## config.mk

```make
export PLATFORM = sky130hd
export DESIGN_NAME = sync_memory
export DESIGN_NICKNAME = d
export VERILOG_FILES = /design/src/rtl/sync_memory.sv
export SDC_FILE = /design/constraint.sdc
export NUM_CORES = 1
export LEC_CHECK = 0
export ABC_AREA = 1
export BUFFER_PORTS_ARGS = -buffer_cell sky130_fd_sc_hd__buf_2
export CORE_ASPECT_RATIO = 1.25
export CORE_MARGIN = 3
export CORE_UTILIZATION = 30
export CTS_BUF_LIST = sky130_fd_sc_hd__clkbuf_8 sky130_fd_sc_hd__clkbuf_16
export DETAILED_ROUTE_END_ITERATION = 10
export PLACE_DENSITY = 0.48
export SLEW_MARGIN = 20
export SYNTH_ARGS = -nofsm -noshare
export SYNTH_HDL_FRONTEND = slang
export SYNTH_SLANG_ARGS = --single-unit
```

## constraint.sdc

```tcl
create_clock -name clk -period 2.35 [get_ports clk]
set_input_delay 0.47 -clock clk [delete_from_list [all_inputs] [get_ports clk]]
set_output_delay 0.47 -clock clk [all_outputs]
set_load 0.005 [all_outputs]
```

## src/rtl/sync_memory.sv

```systemverilog
// sync_memory: single-clock byte-writable data memory with a registered read
// port, read-valid pulse, address range checking and a self-sequenced clear
// engine that zeroes the whole array after reset or on request.
//
// Optional feature macro: MEMORY_BYPASS_EN
//   defined   -> write-first: a read of the address being written returns the
//                merged word (enabled lanes from data_in, others from storage)
//   undefined -> read-first: such a read returns the word stored before the write
module sync_memory #(
    parameter int WIDTH = 16,
    parameter int SIZE  = 64,
    parameter int LSIZE = $clog2(SIZE),
    parameter int NBE   = WIDTH / 8
) (
    input  logic             clk,
    input  logic             rst_n,
    input  logic             clr_req,
    output logic             busy,
    input  logic             wr_en,
    input  logic [LSIZE-1:0] wr_addr,
    input  logic [NBE-1:0]   wr_be,
    input  logic [WIDTH-1:0] data_in,
    input  logic             rd_en,
    input  logic [LSIZE-1:0] rd_addr,
    output logic [WIDTH-1:0] data_out,
    output logic             rd_valid
);

    // One extra bit so SIZE itself is representable for the range compare.
    localparam logic [LSIZE:0] SIZE_EXT = SIZE[LSIZE:0];
    localparam int             LAST     = SIZE - 1;
    localparam logic [LSIZE-1:0] LAST_PTR = LAST[LSIZE-1:0];

    typedef enum logic {
        CLEAR = 1'b0,
        IDLE  = 1'b1
    } state_t;

    state_t           state_q, state_d;
    logic [LSIZE-1:0] clr_ptr_q, clr_ptr_d;
    logic             rd_valid_q;

    logic             clearing;
    logic             wr_fire;
    logic             rd_fire;
    logic             wr_in_range;
    logic             rd_in_range;
    logic [LSIZE-1:0] mem_addr;

    assign busy        = (state_q == CLEAR);
    assign clearing    = busy && rst_n;
    assign wr_fire     = wr_en && !busy;
    assign rd_fire     = rd_en && !busy;
    assign wr_in_range = ({1'b0, wr_addr} < SIZE_EXT);
    assign rd_in_range = ({1'b0, rd_addr} < SIZE_EXT);
    // The single write port is shared: the clear engine owns it while busy.
    assign mem_addr    = busy ? clr_ptr_q : wr_addr;
    assign rd_valid    = rd_valid_q;

`ifdef MEMORY_BYPASS_EN
    logic same_addr;
    assign same_addr = wr_fire && (wr_addr == rd_addr);
`endif

    // State, clear pointer and read-valid registers
    always_ff @(posedge clk) begin
        if (!rst_n) begin
            state_q    <= CLEAR;
            clr_ptr_q  <= '0;
            rd_valid_q <= 1'b0;
        end else begin
            state_q    <= state_d;
            clr_ptr_q  <= clr_ptr_d;
            rd_valid_q <= rd_fire;
        end
    end

    // Next-state: walk the clear pointer to the last word, or start a pass on request
    always_comb begin
        state_d   = state_q;
        clr_ptr_d = clr_ptr_q;
        case (state_q)
            CLEAR: begin
                if (clr_ptr_q == LAST_PTR) begin
                    state_d   = IDLE;
                    clr_ptr_d = '0;
                end else begin
                    clr_ptr_d = clr_ptr_q + 1'b1;
                end
            end
            IDLE: begin
                if (clr_req) begin
                    state_d   = CLEAR;
                    clr_ptr_d = '0;
                end
            end
            default: begin
                state_d   = CLEAR;
                clr_ptr_d = '0;
            end
        endcase
    end

    // Storage is split into independent byte lanes so each lane is a plain
    // single-write-port RAM with its own enable.
    for (genvar gi = 0; gi < NBE; gi++) begin : g_lane
        logic [7:0] mem_lane [SIZE];
        logic [7:0] rd_lane_q;
        logic       lane_we;
        logic [7:0] lane_wdata;

        assign lane_we    = clearing || (wr_fire && wr_in_range && wr_be[gi]);
        assign lane_wdata = busy ? 8'h00 : data_in[8*gi +: 8];

        // Lane write port (clear engine or user write)
        always_ff @(posedge clk) begin
            if (lane_we) begin
                mem_lane[mem_addr] <= lane_wdata;
            end
        end

        // Lane read register: zero for out-of-range, holds between reads
        always_ff @(posedge clk) begin
            if (!rst_n) begin
                rd_lane_q <= '0;
            end else if (rd_fire) begin
                if (!rd_in_range) begin
                    rd_lane_q <= '0;
`ifdef MEMORY_BYPASS_EN
                end else if (same_addr && wr_be[gi]) begin
                    rd_lane_q <= data_in[8*gi +: 8];
`endif
                end else begin
                    rd_lane_q <= mem_lane[rd_addr];
                end
            end
        end

        assign data_out[8*gi +: 8] = rd_lane_q;
    end

endmodule
```

==> results by group <==
Synth
  – Number of synthesized flops with an enable pin: 1,024
  – Synthesized instance count: approximately 3,800
  – Mapped Nets: 3,801
  – Synth top area share: 71.1%
  – Synth area leaders: edfxtp_1 (71%), nand2_1 (11%), nand3_1 (11%), buf_2 (1.6%), nor2_1 (1.5%)
  – Avg Cell Area, Syn: 11.5 um2
  – Mapped Area: 43,300 um2
  – Seq/Total Area, Yosys: approximately 72%
  – Yosys cell types: 32
  – Synth Flop Type: edfxtp_1
  – Area leader, netlist: edfxtp_1
  – Asr flop ratio synth: 0%
  – Yosys warns: 0
  – Synth Register Bits: around 1,000

Clocking
  – Clock Latency Late Sink: 0.70 ns
  – H-tree Lvls: 3
  – Longest Clk Path Bufs: 3
  – CTS buffer count: 101
  – CTS tree: done
  – Clock root buffer: clkbuf_16
  – Clk sinks: approximately 1,000
  – Clock-pin slew on the worst setup and hold paths: around 0.060 ns

STA
  – Tmin final: roughly 2.3 ns
  – Setup-failing EPs final: 0
  – Slew @ Worst Pin: roughly 0.74 ns
  – Final Cycle Share: 97.3%
  – Sum Neg Setup Slack: 0 ns
  – Fmax: around 440 MHz
  – Final Max Tran Viols: 0
  – Relative slew slack: 50.4%
  – Layout Skew: 0.0307 ns
  – Unrepaired setup endpoints after global routing: true
  – Fin. Hold Viols: 0

Setup path
  – Slowest cell on the critical path: dfxtp_1
  – R2R Setup Slk: around 0.063 ns
  – R2r startpoint: state_q
  – Worst-path maximum fanout: 8
  – Critical R2R Capture: g_lane[0].mem_lane[32][6]
  – Worst Setup Path Type: flip-flop to flip-flop
  – Crit-path cells: buf_4 > nor2_2 > nor2_4 > buf_4 > nor2_4 > buf_12 > nand2_1 > nor2_1 > buf_4
  – CP endpoint kind: flip-flop
  – Largest stage delay on the critical path: 0.34 ns
  – R2R depth: 9
  – Crit. path cell count: 9
  – Critical path buffers and inverters: 4
  – Most used cell, CP: buf_4
  – Top delay family on crit path: simple AND/OR/NAND/NOR gates
  – Startpoint type of the worst setup path: flip-flop
  – CP Data Required Time: 2.75 ns
  – Crit path DAT: 2.68 ns

Floorplan
  – Core area: 143,000 um2
  – Row cnt: 155
  – Num ports: 53
  – Die X: 346 um
  – Initial core utilization: 30.3%
  – Die Span Y: 431 um
  – Die area: 149,000 um2

GRT
  – Met2 usage: 29.3%
  – GRT Overall Usage: 16.9%
  – Largest net degree at the start of global routing: 68
  – Grt ovf: 0
  – Vias in the first global route: 28,500
  – GRT busiest layer: met2
  – GRT met3 Usage: 1.64%
  – M1 GR Usage: 21.6%
  – Initial antenna violation count: 3
  – First-pass GRT wire length: between 150,000 and 200,000 um

Cells and area
  – Sequential standard cell area: 31,200 um2
  – Finished Cell Area: 51,300 um2
  – Area growth syn-to-layout: 18.6%
  – Filler Cell Count: 13,900
  – Nets: between 4,000 and 5,000
  – Multi-input gate area: 10,500 um2
  – Share of cells above drive strength 1: a little over an eighth
  – Final core utilization: between 30% and 40%

Power and ir drop
  – Switching share of power: 22.2%
  – Internal: about 0.03 W
  – VDD IR max: 567 uV
  – Power Density: 761 nW/um2
  – P_sw: 0.00866 W
  – Seq pwr share: 51.9%
  – Power share of the clock group: 42.3%
  – Logic pwr share: 5.7%
  – Leak: 19.3 nW

Placed design
  – Port Buffer Count: 52
  – Hpwl dp: 84,300 um
  – Post-DP Area: 47,900 um2
  – Routability congestion estimate: 0.827

Run status
  – Status: finished, final reports clean

Detailed routing
  – DRC violations left: 0
  – Drt pass-1 iters: 5
  – DRT iter0 DRCs: 2,193
  – Final ANT Viol Nets: 0
  – WL/cell: around 21 um
  – Via count: around 29,000
  – Number of vias per cell: 4.82
  – Final wirelength: around 130,000 um

Worst hold path
  – Hold Path End: state_q
  – Min-delay src: clr_req
  – Worst hold path stage count: 4
  – Hold crit path type: input port to flip-flop

Run
  – Max-cap violations: 0
## worst min-delay path, delay by kind of cell
kind / cells / cell delay, ns
AND/OR/NAND/NOR: 3 / 0.16
buffers and inverters: 1 / 0.09
## layer usage
metal / vias up / part of all wire, % / wire [um]
met5: - / 0 / 0
met4: 0 / 3.7 / 4750
met3: 187 / 3.5 / 4410
met2: 647 / 50 / 64100
met1: 14300 / 43 / 54500
li1: 13600 / - / -
## registers in the layout (all words and copies together) (netlist names)
name	flops
clr_ptr_q	6
rd_valid	1
g_lane.mem_lane	1024
state_q	1
g_lane.rd_lane_q	16
## cells in the final DEF (no fill, tap or decap), types with 4 or more instances in the layout
cell and n:
inv_1 44, nand2_1 1268, buf_2 49, clkinv_1 22, bufinv_16 13, nor2_1 167
clkbuf_16 102, nand3_1 948, clkinv_2 22, buf_12 84, inv_2 19, nor2_4 13
clkinvlp_4 4, dfxtp_1 24, edfxtp_1 1024, nor2_2 4, buf_4 225
## area by class of cell
type,instances,area share (%)
diodes,1,0.00488
clock buffers,104,5.03
clock inverters,84,1.48
inverters,52,0.441
multi-input cells,2424,20.4
flip-flops and latches,1048,60.9
well taps,1884,4.60
repair buffers,363,7.17
## synthesized netlist by cell type, types with 2 or more instances
master    number
a21oi_1        3
nand3_1      948
nor2_1       168
inv_1         44
a31oi_1        2
nand2_1     1270
nor2_2         3
nor2_4        13
o21ai_2        2
o21ai_0        3
buf_1         23
buf_6         38
or2_0          2
buf_2        138
clkbuf_1      38
buf_4          4
edfxtp_1    1024
inv_2          5
dfxtp_1       24
## power by group through the flow
stage               Combinational [W]  Clock [W]  Sequential [W]
floorplan                     0.00130          0          0.0207
global placement              0.00225          0          0.0207
detailed placement            0.00225          0          0.0207
CTS                           0.00226     0.0169          0.0203
global route                  0.00243     0.0175          0.0203
finish                        0.00223     0.0165          0.0203
## stage by stage
step	hold WS, ns	total power [W]	cells	setup WS [ns]
final	0.0643	0.0390	5960	0.0628
after global routing	0.0961	0.0402	5960	-0.00805
after CTS	0.00826	0.0394	5959	0.0567
after detailed placement	0.490	0.0229	5769	-0.0236
after global placement	0.492	0.0229	5769	-0.0538
after floorplan	0.464	0.0220	3765	0.257
## how the worst max path moves through the flow
stage,startpoint,endpoint,slack (ns)
3_5_place_dp,wr_addr[1],g_lane[1].mem_lane[38][6],-0.02
6_report,state_q,g_lane[0].mem_lane[32][6],0.06
5_1_grt,state_q,g_lane[0].mem_lane[39][7],-0.008
2_1_floorplan,state_q,g_lane[0].mem_lane[0][4],0.26
4_1_cts,state_q,g_lane[1].mem_lane[8][6],0.06
3_3_place_gp,wr_addr[5],g_lane[0].mem_lane[9][5],-0.05
## what timing repair did
item | 4_1_cts | 5_1_grt
setup endpoints to repair | 0 | 55
hold endpoints to repair | 2 | 0
gates resized for setup | 0 | 6
setup buffers | 0 | 0
hold buffers | 2 | 0
## logic make-up (layout without fill, tap and decap cells)
kind of cell,count (synthesis),in the layout,share of synthesized area [%]
AOI/OAI and AO/OA,15,15,0.231
xor gates and xnor gates,1,1,0.0202
adders and majority gates,1,1,0.0289
buffers and inverters,293,603,3.65
DFF,1048,1048,72.2
other,0,1,0
and+or+nand+nor,2407,2407,23.9
No activity file was read; power rests on OpenSTA's default activity.
